===== config.mk =====
export PLATFORM = sky130hd
export DESIGN_NAME = sa_load_sequencer
export DESIGN_NICKNAME = d
export VERILOG_FILES = /design/src/rtl/sa_load_sequencer.sv
export SDC_FILE = /design/constraint.sdc
export NUM_CORES = 1
export LEC_CHECK = 0
export CORE_MARGIN = 5
export CORE_UTILIZATION = 51
export DETAILED_ROUTE_END_ITERATION = 10
export PLACE_DENSITY_LB_ADDON = 0.2
export SYNTH_ARGS = -nofsm -noshare
export SYNTH_HDL_FRONTEND = slang
export SYNTH_SLANG_ARGS = --single-unit

===== constraint.sdc =====
create_clock -name CLK -period 2.6 [get_ports CLK]
set_input_delay 0.52 -clock CLK [delete_from_list [all_inputs] [get_ports CLK]]
set_output_delay 0.52 -clock CLK [all_outputs]
set_load 0.01 [all_outputs]

===== src/rtl/sa_load_sequencer.sv =====
// sa_load_sequencer
//   Drives the 8x8 systolic-array wrapper's control pins. It streams operand
//   words from a valid/ready input into the X (REG_SELECT 0..N-1) and
//   W (REG_SELECT N..2N-1) register banks. It then drops WRITE for a fixed
//   compute window and pulses DONE.
//
// Ports
//   CLK, RSTN            clock / async active-low reset
//   START, CFG_LEN       job request and entries per register (legal 1..DEPTH)
//   S_VALID/S_READY/S_DATA  operand stream
//   EN, RF_EN, WRITE, IDX, REG_SELECT, DIN   wrapper control/data
//   BUSY, DONE, ERR      status (DONE/ERR are 1-cycle pulses)
//
// All outputs are registered. Level-type outputs (S_READY, WRITE, BUSY, DONE)
// are computed from the next state, so they line up with the state register.
module sa_load_sequencer #(
    parameter int DATA_W    = 16,
    parameter int N         = 8,
    parameter int DEPTH     = 32,
    parameter int LAT_EXTRA = 2
) (
    input  logic              CLK,
    input  logic              RSTN,
    input  logic              START,
    input  logic [5:0]        CFG_LEN,
    input  logic              S_VALID,
    output logic              S_READY,
    input  logic [DATA_W-1:0] S_DATA,
    output logic              EN,
    output logic              RF_EN,
    output logic              WRITE,
    output logic [4:0]        IDX,
    output logic [3:0]        REG_SELECT,
    output logic [DATA_W-1:0] DIN,
    output logic              BUSY,
    output logic              DONE,
    output logic              ERR
);

    localparam logic [3:0] RS_LAST = 4'(2 * N - 1);
    localparam logic [5:0] LEN_MAX = 6'(DEPTH);
    // The last COMPUTE count is LEN + 3N - 2 + LAT_EXTRA - 1.
    localparam logic [6:0] C_OFF   = 7'(3 * N - 2 + LAT_EXTRA - 1);

    typedef enum logic [2:0] {
        S_IDLE,
        S_LOAD,
        S_FLUSH,
        S_COMPUTE,
        S_FIN
    } state_t;

    state_t              state_q, state_d;
    logic [5:0]          len_q, len_d;
    logic [3:0]          rs_cnt_q, rs_cnt_d;
    logic [4:0]          idx_cnt_q, idx_cnt_d;
    logic [6:0]          cyc_q, cyc_d;
    logic                s_ready_q, s_ready_d;
    logic                en_q, en_d;
    logic                rf_en_q, rf_en_d;
    logic                write_q, write_d;
    logic [4:0]          idx_q, idx_d;
    logic [3:0]          reg_sel_q, reg_sel_d;
    logic [DATA_W-1:0]   din_q, din_d;
    logic                busy_q, busy_d;
    logic                done_q, done_d;
    logic                err_q, err_d;

    logic beat, last_beat, compute_last;

    always_comb begin
        state_d   = state_q;
        len_d     = len_q;
        rs_cnt_d  = rs_cnt_q;
        idx_cnt_d = idx_cnt_q;
        cyc_d     = cyc_q;
        en_d      = 1'b0;
        rf_en_d   = en_q;         // commit follows capture by one cycle
        idx_d     = idx_q;
        reg_sel_d = reg_sel_q;
        din_d     = din_q;
        err_d     = 1'b0;

        beat         = (state_q == S_LOAD) && S_VALID && s_ready_q;
        last_beat    = beat && (rs_cnt_q == RS_LAST) &&
                       ({1'b0, idx_cnt_q} == (len_q - 6'd1));
        compute_last = (cyc_q == ({1'b0, len_q} + C_OFF));

        case (state_q)
            S_IDLE: begin
                if (START) begin
                    if (CFG_LEN != 6'd0 && CFG_LEN <= LEN_MAX) begin
                        len_d     = CFG_LEN;
                        rs_cnt_d  = '0;
                        idx_cnt_d = '0;
                        state_d   = S_LOAD;
                    end else begin
                        err_d = 1'b1;
                    end
                end
            end
            S_LOAD: begin
                if (beat) begin
                    en_d      = 1'b1;
                    din_d     = S_DATA;
                    reg_sel_d = rs_cnt_q;
                    idx_d     = idx_cnt_q;
                    // REG_SELECT runs fastest; IDX steps on its wrap
                    if (rs_cnt_q == RS_LAST) begin
                        rs_cnt_d  = '0;
                        idx_cnt_d = idx_cnt_q + 5'd1;
                    end else begin
                        rs_cnt_d  = rs_cnt_q + 4'd1;
                    end
                    if (last_beat) begin
                        state_d = S_FLUSH;
                        cyc_d   = '0;
                    end
                end
            end
            S_FLUSH: begin
                // Two cycles: the final EN lands, then its RF_EN
                if (cyc_q == 7'd1) begin
                    state_d = S_COMPUTE;
                    cyc_d   = '0;
                end else begin
                    cyc_d = cyc_q + 7'd1;
                end
            end
            S_COMPUTE: begin
                if (compute_last) begin
                    state_d = S_FIN;
                end else begin
                    cyc_d = cyc_q + 7'd1;
                end
            end
            S_FIN:   state_d = S_IDLE;
            default: state_d = S_IDLE;
        endcase

        s_ready_d = (state_d == S_LOAD);
        write_d   = (state_d != S_COMPUTE);
        busy_d    = (state_d != S_IDLE);
        done_d    = (state_d == S_FIN);
    end

    always_ff @(posedge CLK or negedge RSTN) begin
        if (!RSTN) begin
            state_q   <= S_IDLE;
            len_q     <= '0;
            rs_cnt_q  <= '0;
            idx_cnt_q <= '0;
            cyc_q     <= '0;
            s_ready_q <= 1'b0;
            en_q      <= 1'b0;
            rf_en_q   <= 1'b0;
            write_q   <= 1'b1;
            idx_q     <= '0;
            reg_sel_q <= '0;
            din_q     <= '0;
            busy_q    <= 1'b0;
            done_q    <= 1'b0;
            err_q     <= 1'b0;
        end else begin
            state_q   <= state_d;
            len_q     <= len_d;
            rs_cnt_q  <= rs_cnt_d;
            idx_cnt_q <= idx_cnt_d;
            cyc_q     <= cyc_d;
            s_ready_q <= s_ready_d;
            en_q      <= en_d;
            rf_en_q   <= rf_en_d;
            write_q   <= write_d;
            idx_q     <= idx_d;
            reg_sel_q <= reg_sel_d;
            din_q     <= din_d;
            busy_q    <= busy_d;
            done_q    <= done_d;
            err_q     <= err_d;
        end
    end

    assign S_READY    = s_ready_q;
    assign EN         = en_q;
    assign RF_EN      = rf_en_q;
    assign WRITE      = write_q;
    assign IDX        = idx_q;
    assign REG_SELECT = reg_sel_q;
    assign DIN        = din_q;
    assign BUSY       = busy_q;
    assign DONE       = done_q;
    assign ERR        = err_q;

endmodule


==> flow_metrics.tcl, run 1 <==
set metrics [dict create \
    reg2reg_depth 6 \
    postLayoutCoreUtil_pct 68.8 \
    cap_violations 0 \
    seq_area_sq_um 1430 \
    die_area_sq_um 7100 \
    cp_data_required_time_ns 2.81 \
    drive_gt1_share_pct 24.8 \
    htree_levels 3 \
    io_pins 58 \
    intPower_uw 1760 \
    synthAdderAreaFrac_pct 2.23 \
    synth_area_leaders "dfrtp_1 50%, mux2_2 13%, xnor2_1 2.5%, ha_1 2.2%, nand3_1 2.0%" \
    drc_errors 0 \
    clock_skew_ns 0.00614 \
    drt-initial-drc-count 89 \
    num_vias 2108 \
    core-area_sq_um 5440 \
    slew_headroom_pct 54.0 \
    drt-wirelength-per-cell_um 15.4 \
    power_frac_clock_pct 34.1 \
    final_nets 341 \
    wl_mm 5.97 \
    cp_max_fo 6 \
    synth_top_area_share_pct 49.8 \
    finalSetupTns_ns 0 \
    critPathLaunchType "register" \
    final-instance-count-excl-fill 387 \
    cts_tree "built" \
    grt_pass1_vias 2124 \
    num_rows 27 \
    clock-sinks 57 \
    endpoint_kind "register" \
    synthDistinctLibCells 55 \
    drv_slew 0 \
    p_leak_uw 0.00163 \
    dieWidth_um 84.2 \
    fin_total_pwr_uw 2400 \
    yosysSeqAreaShare_pct 50.8 \
    p_per_area_nw_per_um2 643 \
    die_h_um 84.2 \
    clockBufferDepth 2 \
    diodes 0 \
    avgViaCountPerCell 5.45 \
    cts_hold_buffers 0 \
    root_buffer "clkbuf_8" \
    finalHoldViolCount 0 \
    synthFlopType "dfrtp_1" \
    yosysTopAreaCell "dfrtp_1" \
    grt_overflow_total 0 \
    portBuffers 57 \
    synth_top_family_by_area "simple AND/OR/NAND/NOR gates" \
    syn_area_sq_um 2810 \
    syn-num-nets 268 \
    yosys.area_share.simple_pct 15.6 \
    synthXorXnorAreaFrac_pct 4.36 \
    fin_crit_ns 2.48 \
    max_freq_mhz 404 \
    numCtsBuffers 9 \
    place_congestion 0.821 \
    arrival_ns 2.69 \
    finalCritPeriodShare_pct 95.3 \
    dp.cells 370 \
    first_pass_iters 5 \
    layout-area-overhead-vs-synth_pct 33.0 \
    status "finished clean" \
    synth-edff-count 0 \
    p_sw_uw 642 \
    synth_mux_area_share_pct 13.2 \
    grt_max_degree 58 \
    swShare_pct 26.7 \
    setup_violations 0 \
    synth_cells 237 \
    hpwl_mm 4.40 \
    hold_class "input pin to async pin" \
    grt_pass1_wl_mm 10.3 \
    start_util_pct 51.7 \
    worstMarginPinSlew_ns 0.691 \
    worst-setup-path-type "register to register" \
    ys_seq_elements 57 \
    synth_warnings 0 \
    avgSynthCellArea_sq_um 11.9 \
    ant_nets 0 \
    pwr-share-comb_pct 19.5 \
    gr-usage-all-layers_pct 18.2 \
    clk_pin_slew_ns 0.06 \
    multiInputGateArea_sq_um 1320 \
    ys_async_sr_fraction_pct 100 \
    clkLatencyLatePin_ns 0.33 \
    nFillCells 427 \
    seq_power_share_pct 46.4 \
    peakVddDrop_mv 0.655 \
    antenna_found_initial 0 \
    synth_compound_gate_area_share_pct 10.9 \
]
repair_timing:
action / in CTS / in global routing
setup endpoints to repair: 1 / 6
pin swaps: 0 / 2
setup buffers: 0 / 1
resized for setup: 1 / 1
flip-flops by register name, summed over array words and instances (netlist names):
register    flops
BUSY            1
DIN            16
DONE            1
EN              1
ERR             1
IDX             5
REG_SELECT      4
RF_EN           1
S_READY         1
WRITE           1
cyc_q           7
idx_cnt_q       5
len_q           6
rs_cnt_q        4
state_q         3
through the flow:
| step | cell area (sq um) | hold WS, ns | setup slack [ns] |
|---|---|---|---|
| floorplan | 2810 | 0.224 | 0.134 |
| global placement | 3520 | 0.356 | -0.316 |
| detailed placement | 3520 | 0.373 | -0.346 |
| CTS | 3730 | 0.343 | 0.0295 |
| global route | 3740 | 0.377 | -0.00743 |
| finish | 3740 | 0.301 | 0.123 |
Yosys cell counts (3+ instances only):
| cell type | count |
|---|---|
| dfrtp_1 | 56 |
| mux2_2 | 33 |
| nand2_1 | 12 |
| nand3_1 | 11 |
| nor2_1 | 8 |
| xnor2_1 | 8 |
| and3_1 | 6 |
| inv_1 | 6 |
| o211ai_1 | 6 |
| o21ai_0 | 6 |
| xor2_1 | 6 |
| ha_1 | 5 |
| buf_2 | 4 |
| nand4_1 | 4 |
| nor2b_1 | 4 |
| nor3_1 | 4 |
| nor4_1 | 4 |
| clkbuf_1 | 3 |
| or3_1 | 3 |
| or4_1 | 3 |
layout make-up:
type                       count  share of cell area (%)
inverter                       6                   0.602
sequential                    57                    38.2
clock inverter                 5                    1.47
timing repair buffer          73                    18.3
multi-input combinational    163                    35.2
tap                           72                    2.41
clock buffer                  11                    3.78
power by group through the flow:
stage / registers [uW] / logic [uW] / clock network (uW)
after CTS: 1110 / 476 / 836
after floorplan: 1140 / 190 / 0
final: 1120 / 468 / 820
after global routing: 1140 / 514 / 879
after detailed placement: 1130 / 472 / 0
after global placement: 1120 / 460 / 0
kinds of logic (layout without fill, tap and decap cells):
| kind of cell | Yosys count | in the layout |
|---|---|---|
| compound gates | 36 | 36 |
| xor+xnor | 14 | 14 |
| fa+ha+maj | 5 | 5 |
| buf+inv | 17 | 95 |
| flops | 57 | 57 |
| mux | 33 | 33 |
| simple gates | 75 | 75 |
per-layer routing:
layer | GRT usage (%) | part of all wire [%] | up-vias
met5 | 0 | 0 | -
met2 | 28.7 | 49 | 38
met4 | 7.02 | 1.5 | 0
met1 | 24.4 | 45 | 1037
li1 | - | - | 1023
met3 | 4.12 | 4.3 | 10
layout by cell type (no fill, tap or decap), types with 3 or more instances in the layout:
master and instances:
dfrtp_1 56, clkdlybuf4s50_1 56, mux2_2 33, buf_4 16
nand3_1 11, nand2_1 11, clkbuf_8 10, xnor2_1 8
nor2_1 8, inv_1 6, xor2_1 6, and3_1 6
o211ai_1 6, o21ai_0 6, ha_1 5, nand4_1 4
nor4_1 4, nor2b_1 4, nor3_1 4, or3_1 3
or4_1 3
path summary, 6_finish.rpt:
| check | startpoint | endpoint | slack, ns |
|---|---|---|---|
| worst min-delay path | RSTN | len_q[5] | 0.30 |
| worst max register to register | len_q[1] | cyc_q[5] | 0.12 |
| min in group CLK | EN | RF_EN | 0.38 |
| max in group asynchronous | RSTN | cyc_q[2] | 1.83 |
| worst max-delay path | len_q[1] | cyc_q[5] | 0.12 |
| worst min register to register | EN | RF_EN | 0.38 |
critical path: stages, from the launching register on:
cell,delay [ns]
dfrtp_1,0.43
or4_4,0.59
or3b_4,0.42
a31oi_4,0.22
o2111a_4,0.29
a211oi_2,0.09
a221o_1,0.31
No activity file was read; power rests on OpenSTA's default activity.
==> run 2, diff against run 1 <==
ABC_AREA = 1   (was not set)
CAP_MARGIN = 20   (was not set)
CORE_UTILIZATION = 52   (was 51)
==> flow_metrics.tcl, run 2 <==
set metrics [dict create \
    drt-initial-drc-count 163 \
    cpMaxStageDelayCell "dfrtp_1" \
    drv_slew 0 \
    clk_pin_slew_ns 0.07 \
    p_leak_uw 0.00187 \
    portBuffers 57 \
    root_buffer "clkbuf_8" \
    largest_reg_flops 16 \
    peakVddDrop_mv 0.552 \
    swShare_pct 35.9 \
    cap_violations 0 \
    io_pins 58 \
    htree_levels 3 \
    grt_max_degree 58 \
    seq_power_share_pct 37.1 \
    start_util_pct 53.6 \
    dr_wl_met2_mm 3.14 \
    grt_pass1_vias 2342 \
    wl_met3_um 263 \
    status "finished clean" \
    path_cells "inv_2, ha_1, nand2_1, nand3_1, nand2_1, nor2_4, nand2_2, nor2_4, nand3_4, nand2_4, inv_1, nand2_1, nand2_1" \
    numCtsBuffers 9 \
    critPathLaunchType "register" \
    place_congestion 0.858 \
    syn-num-nets 392 \
    finalHoldViolCount 0 \
    wl_mm 6.46 \
    cts_tree "built" \
    gr-usage-all-layers_pct 18.8 \
    pwr-share-comb_pct 37.5 \
    cts_setup_buffers 0 \
    synth_top_family_by_area "simple AND/OR/NAND/NOR gates" \
    synth_mux_area_share_pct 0.379 \
    grt_pass1_wl_mm 10.9 \
    diodes 0 \
    synth_common_cells "121 x nand2_1, 56 x dfrtp_1, 31 x inv_1, 26 x nand3_1, 21 x nor2_1" \
    yosys.area_share.simple_pct 31.2 \
    clock-sinks 57 \
    synthXorXnorAreaFrac_pct 3.54 \
    rsz0062_at_grt "no" \
    ant_nets 0 \
    multiInputGateArea_sq_um 1340 \
    rr_startpoint "len_q[0]" \
    syn_area_sq_um 2970 \
    avgViaCountPerCell 4.96 \
    reg2reg_slack_ns 0.61 \
    power_frac_clock_pct 25.4 \
    synth_top_area_share_pct 47.2 \
    finalCritPeriodShare_pct 76.7 \
    p_per_area_nw_per_um2 954 \
    top_layer "met4" \
    synthAdderAreaFrac_pct 2.11 \
    synth_cells 361 \
    layout_commonest_cell "nand2_1" \
    drt-wirelength-per-cell_um 12.9 \
    worstMarginPinSlew_ns 0.555 \
    synthDistinctLibCells 34 \
    worst-setup-path-type "register to register" \
    max_freq_mhz 502 \
    slew_headroom_pct 62.7 \
    drive_gt1_share_pct 13.6 \
    num_rows 27 \
    endpoint "cyc_q[2]" \
    clock_skew_ns 0.00772 \
    die_h_um 85.6 \
    synth_compound_gate_area_share_pct 7.83 \
    synth_area_leaders "dfrtp_1 47%, nand2_1 15%, nand3_1 4.4%, inv_1 3.9%, o21ai_0 3.0%" \
    max_stage_delay_ns 0.42 \
    dieWidth_um 85.6 \
    synth_warnings 0 \
    cts_resized 0 \
    nFillCells 439 \
    final_cell_mix "121 x nand2_1, 56 x dfrtp_1, 56 x clkdlybuf4s50_1" \
    wl_met1_mm 2.97 \
    setup_violations 0 \
    synth_most_common_cell "nand2_1" \
    drc_errors 0 \
    worstSetupStartpoint "len_q[0]" \
    yosysTopAreaCell "dfrtp_1" \
    dp_slack_ns 0.400 \
    yosysSeqAreaShare_pct 48.0 \
    fin_crit_ns 1.99 \
    synthFlopType "dfrtp_1" \
    grt_overflow_total 0 \
    avgSynthCellArea_sq_um 8.23 \
    layout-area-overhead-vs-synth_pct 28.7 \
    cp_data_required_time_ns 2.82 \
    clockBufferDepth 2 \
    hold_class "input pin to async pin" \
    reg2reg_depth 13 \
    ys_seq_elements 57 \
    finalSetupTns_ns 0 \
    cts_hold_buffers 0 \
    arrival_ns 2.22 \
    hpwl_mm 4.68 \
    synth-edff-count 0 \
    first_pass_iters 4 \
    path_common_cell "nand2_1" \
    p_sw_uw 1310 \
    seq_area_sq_um 1430 \
    num_vias 2481 \
    ys_async_sr_fraction_pct 100 \
    die_area_sq_um 7330 \
    fin_total_pwr_uw 3650 \
    endpoint_kind "register" \
    fin_ws_ns 0.607 \
    core-area_sq_um 5540 \
    intPower_uw 2340 \
    cp_max_fo 14 \
    clkLatencyLatePin_ns 0.33 \
    r2r-end "cyc_q[2]" \
    final_nets 454 \
    antenna_found_initial 0 \
]
-- run 2: power groups by stage --
stage          registers, uW  clock network [uW]  logic, uW
3_5_place_dp            1360                   0       1370
2_1_floorplan           1390                   0        791
6_report                1350                 925       1370
4_1_cts                 1350                 943       1380
3_3_place_gp            1350                   0       1350
5_1_grt                 1390                 985       1520
-- run 2: stage by stage --
step           cell area, sq um  cells  utilization [%]  hold WS (ns)
3_5_place_dp               3600    484             65.0         0.365
6_report                   3820    500             69.0         0.178
4_1_cts                    3820    500             69.0         0.196
3_3_place_gp               3600    484             65.0         0.370
2_1_floorplan              2970    361                -         0.224
5_1_grt                    3820    500             69.0         0.203
-- run 2: final cells by class --
cell class	count	share of cell area (%)
Timing Repair Buffer	60	15.7
Clock inverter	5	2.06
Multi-Input combinational cell	257	35.0
Tap cell	72	2.36
Clock buffer	11	3.70
Inverter	38	3.86
Sequential cell	57	37.3
-- run 2: cells by family (layout without fill, tap and decap cells) --
logic type                 after synthesis  count (layout)
muxes                                    1               1
and+or+nand+nor                        200             200
DFF                                     57              57
buffers and inverters                   47             114
AOI/OAI and AO/OA                       39              39
xor gates and xnor gates                12              12
adders and majority gates                5               5
-- run 2: critical path, delay by kind of cell (launching register included) --
family,cells,cell delay (ns)
and+or+nand+nor,10,0.96
DFF,1,0.42
adders and majority gates,1,0.30
buffers and inverters,2,0.20
-- run 2: metal layers --
metal | global-route usage, % | up-vias
li1 | - | 1260
met2 | 30.6 | 38
met5 | 0 | -
met4 | 6.47 | 0
met1 | 24.3 | 1173
met3 | 5.09 | 10
-- run 2: worst min path at each step --
stage,startpoint,end,slack [ns]
CTS,RSTN,rs_cnt_q[1],0.20
detailed placement,EN,RF_EN,0.37
global placement,EN,RF_EN,0.37
floorplan,RSTN,BUSY,0.22
global route,RSTN,len_q[1],0.20
finish,RSTN,rs_cnt_q[1],0.18
==> run 3, diff against run 2 <==
CORE_UTILIZATION = 47   (was 52)
clock period = 1.8 ns   (was 2.6 ns; I/O delays follow)
==> flow_metrics.tcl, run 3 (synthesized netlist as in run 2, its figures left out) <==
set metrics [dict create \
    gr-usage-all-layers_pct 19.2 \
    swShare_pct 36.6 \
    portBuffers 57 \
    die_area_sq_um 8010 \
    clockBufferDepth 2 \
    p_sw_uw 2030 \
    numCtsBuffers 9 \
    worstMarginPinSlew_ns 0.667 \
    final-instance-count-excl-fill 530 \
    cpMaxStageDelayCell "dfrtp_1" \
    drc_errors 0 \
    largest_reg_flops 16 \
    grt_pass1_vias 2440 \
    layout-area-overhead-vs-synth_pct 39.5 \
    start_util_pct 47.6 \
    path_cells "inv_2, ha_4, nand2_2, nand3_1, nand2_1, nor2_4, nand2_2, nor2_4, nand3_4, nand2_8, buf_8, nand2_2, o21ai_2" \
    timing.critical_path.buf_inv 2 \
    dp.cells 507 \
    max_freq_mhz 563 \
    finalCritPeriodShare_pct 98.6 \
    setup_violations 0 \
    layout_commonest_cell "nand2_1" \
    r2r-end "cyc_q[5]" \
    finalHoldViolCount 0 \
    slew_headroom_pct 55.5 \
    p_per_area_nw_per_um2 1330 \
    final_nets 479 \
    reg2reg_slack_ns 0.03 \
    hpwl_mm 5.10 \
    stdcell_area_sq_um 4140 \
    pwr-share-comb_pct 41.2 \
    grt_max_degree 35 \
    fin_crit_ns 1.77 \
    endpoint_kind "register" \
    grt_overflow_total 0 \
    num_vias 2569 \
    max_stage_delay_ns 0.40 \
    ant_nets 0 \
    diodes 0 \
    final_cell_mix "111 x nand2_1, 56 x dfrtp_1, 56 x clkdlybuf4s50_1" \
    arrival_ns 2.05 \
    clk_pin_slew_ns 0.07 \
    place_congestion 0.834 \
    intPower_uw 3500 \
    power_frac_clock_pct 23.7 \
    antenna_found_initial 0 \
    critPathLaunchType "register" \
    drt-wirelength-per-cell_um 13.4 \
    root_buffer "clkbuf_8" \
    reg2reg_depth 13 \
    peakVddDrop_mv 0.930 \
    cp_max_fo 7 \
    fin_ws_ns 0.0253 \
    drive_gt1_share_pct 22.5 \
    io_pins 58 \
    core-area_sq_um 6240 \
    hold_class "input pin to async pin" \
    dieWidth_um 89.5 \
    clock_skew_ns 0.00634 \
    htree_levels 3 \
    num_rows 29 \
    cts_tree "built" \
    die_h_um 89.5 \
    p_leak_uw 0.00200 \
    wl_mm 7.10 \
    first_pass_iters 4 \
    worst-setup-path-type "register to register" \
    clock-sinks 57 \
    timing.hold.ws_ns 0.0477 \
    worst-path-stages 13 \
    rr_startpoint "len_q[1]" \
    dp_slack_ns -0.258 \
    clkLatencyLatePin_ns 0.35 \
    seq_area_sq_um 1430 \
    placedInstanceArea_sq_um 3760 \
    cp_data_required_time_ns 2.07 \
    multiInputGateArea_sq_um 1440 \
    drt-initial-drc-count 159 \
    cap_violations 0 \
    seq_power_share_pct 35.1 \
    path_common_cell "nand2_2" \
    drv_slew 0 \
    nFillCells 520 \
    worstSetupStartpoint "len_q[1]" \
    postLayoutCoreUtil_pct 66.4 \
    rsz0062_at_grt "yes" \
    grt_pass1_wl_mm 11.6 \
    avgViaCountPerCell 4.85 \
    status "finished clean" \
    cp_top_family "simple AND/OR/NAND/NOR gates" \
    endpoint "cyc_q[5]" \
    cts_hold_buffers 0 \
]
-- run 3: cell types whose count changed in the layout (fill, tap and decap cells not counted), moves of 3 or more --
cell	change
inv_2	+3
buf_4	+20
nand2_1	-10
nand2_2	+8
inv_1	-3
-- run 3: through the flow --
step | setup TNS [ns] | total power [uW]
floorplan | 0 | 3150
global placement | -4.33 | 4020
CTS | 0 | 5490
finish | 0 | 5530
detailed placement | -4.81 | 4090
global route | -0.544 | 5910
-- run 3: cell type report --
| class | instances | area share (%) |
|---|---|---|
| Inverter | 38 | 3.56 |
| Clock buffer | 11 | 3.17 |
| Sequential cell | 57 | 34.5 |
| Tap cell | 77 | 2.32 |
| Multi-Input combinational cell | 258 | 34.8 |
| Timing Repair Buffer | 84 | 19.7 |
| Clock inverter | 5 | 1.93 |
-- run 3: per-layer routing --
layer / up-vias / track usage (%) / wire length [um]
met2: 45 / 30.4 / 3610
met5: - / 0 / 0
met1: 1207 / 25.2 / 3090
met4: 0 / 8.12 / 101
li1: 1309 / - / -
met3: 8 / 4.70 / 302
-- run 3: repair_timing --
item	4_1_cts	5_1_grt
pin swaps	3	14
resized for setup	8	23
gates cloned	0	1
setup buffers	4	2
setup endpoints to repair	9	31
-- run 3: worst min path at each step --
stage / start / end / slack [ns] / cells past startpoint
after floorplan: RSTN / BUSY / 0.06 / 0
after global placement: EN / RF_EN / 0.36 / 0
after detailed placement: EN / RF_EN / 0.37 / 0
after CTS: RSTN / cyc_q[0] / 0.06 / 1
after global routing: RSTN / cyc_q[0] / 0.08 / 1
final: RSTN / REG_SELECT[1] / 0.05 / 1
-- run 3: power by group through the flow --
stage               logic [uW]  registers (uW)  clock network, uW
detailed placement        2140            1950                  0
global placement          2090            1930                  0
finish                    2280            1940               1310
floorplan                 1140            2010                  0
CTS                       2220            1930               1340
global route              2520            1990               1400
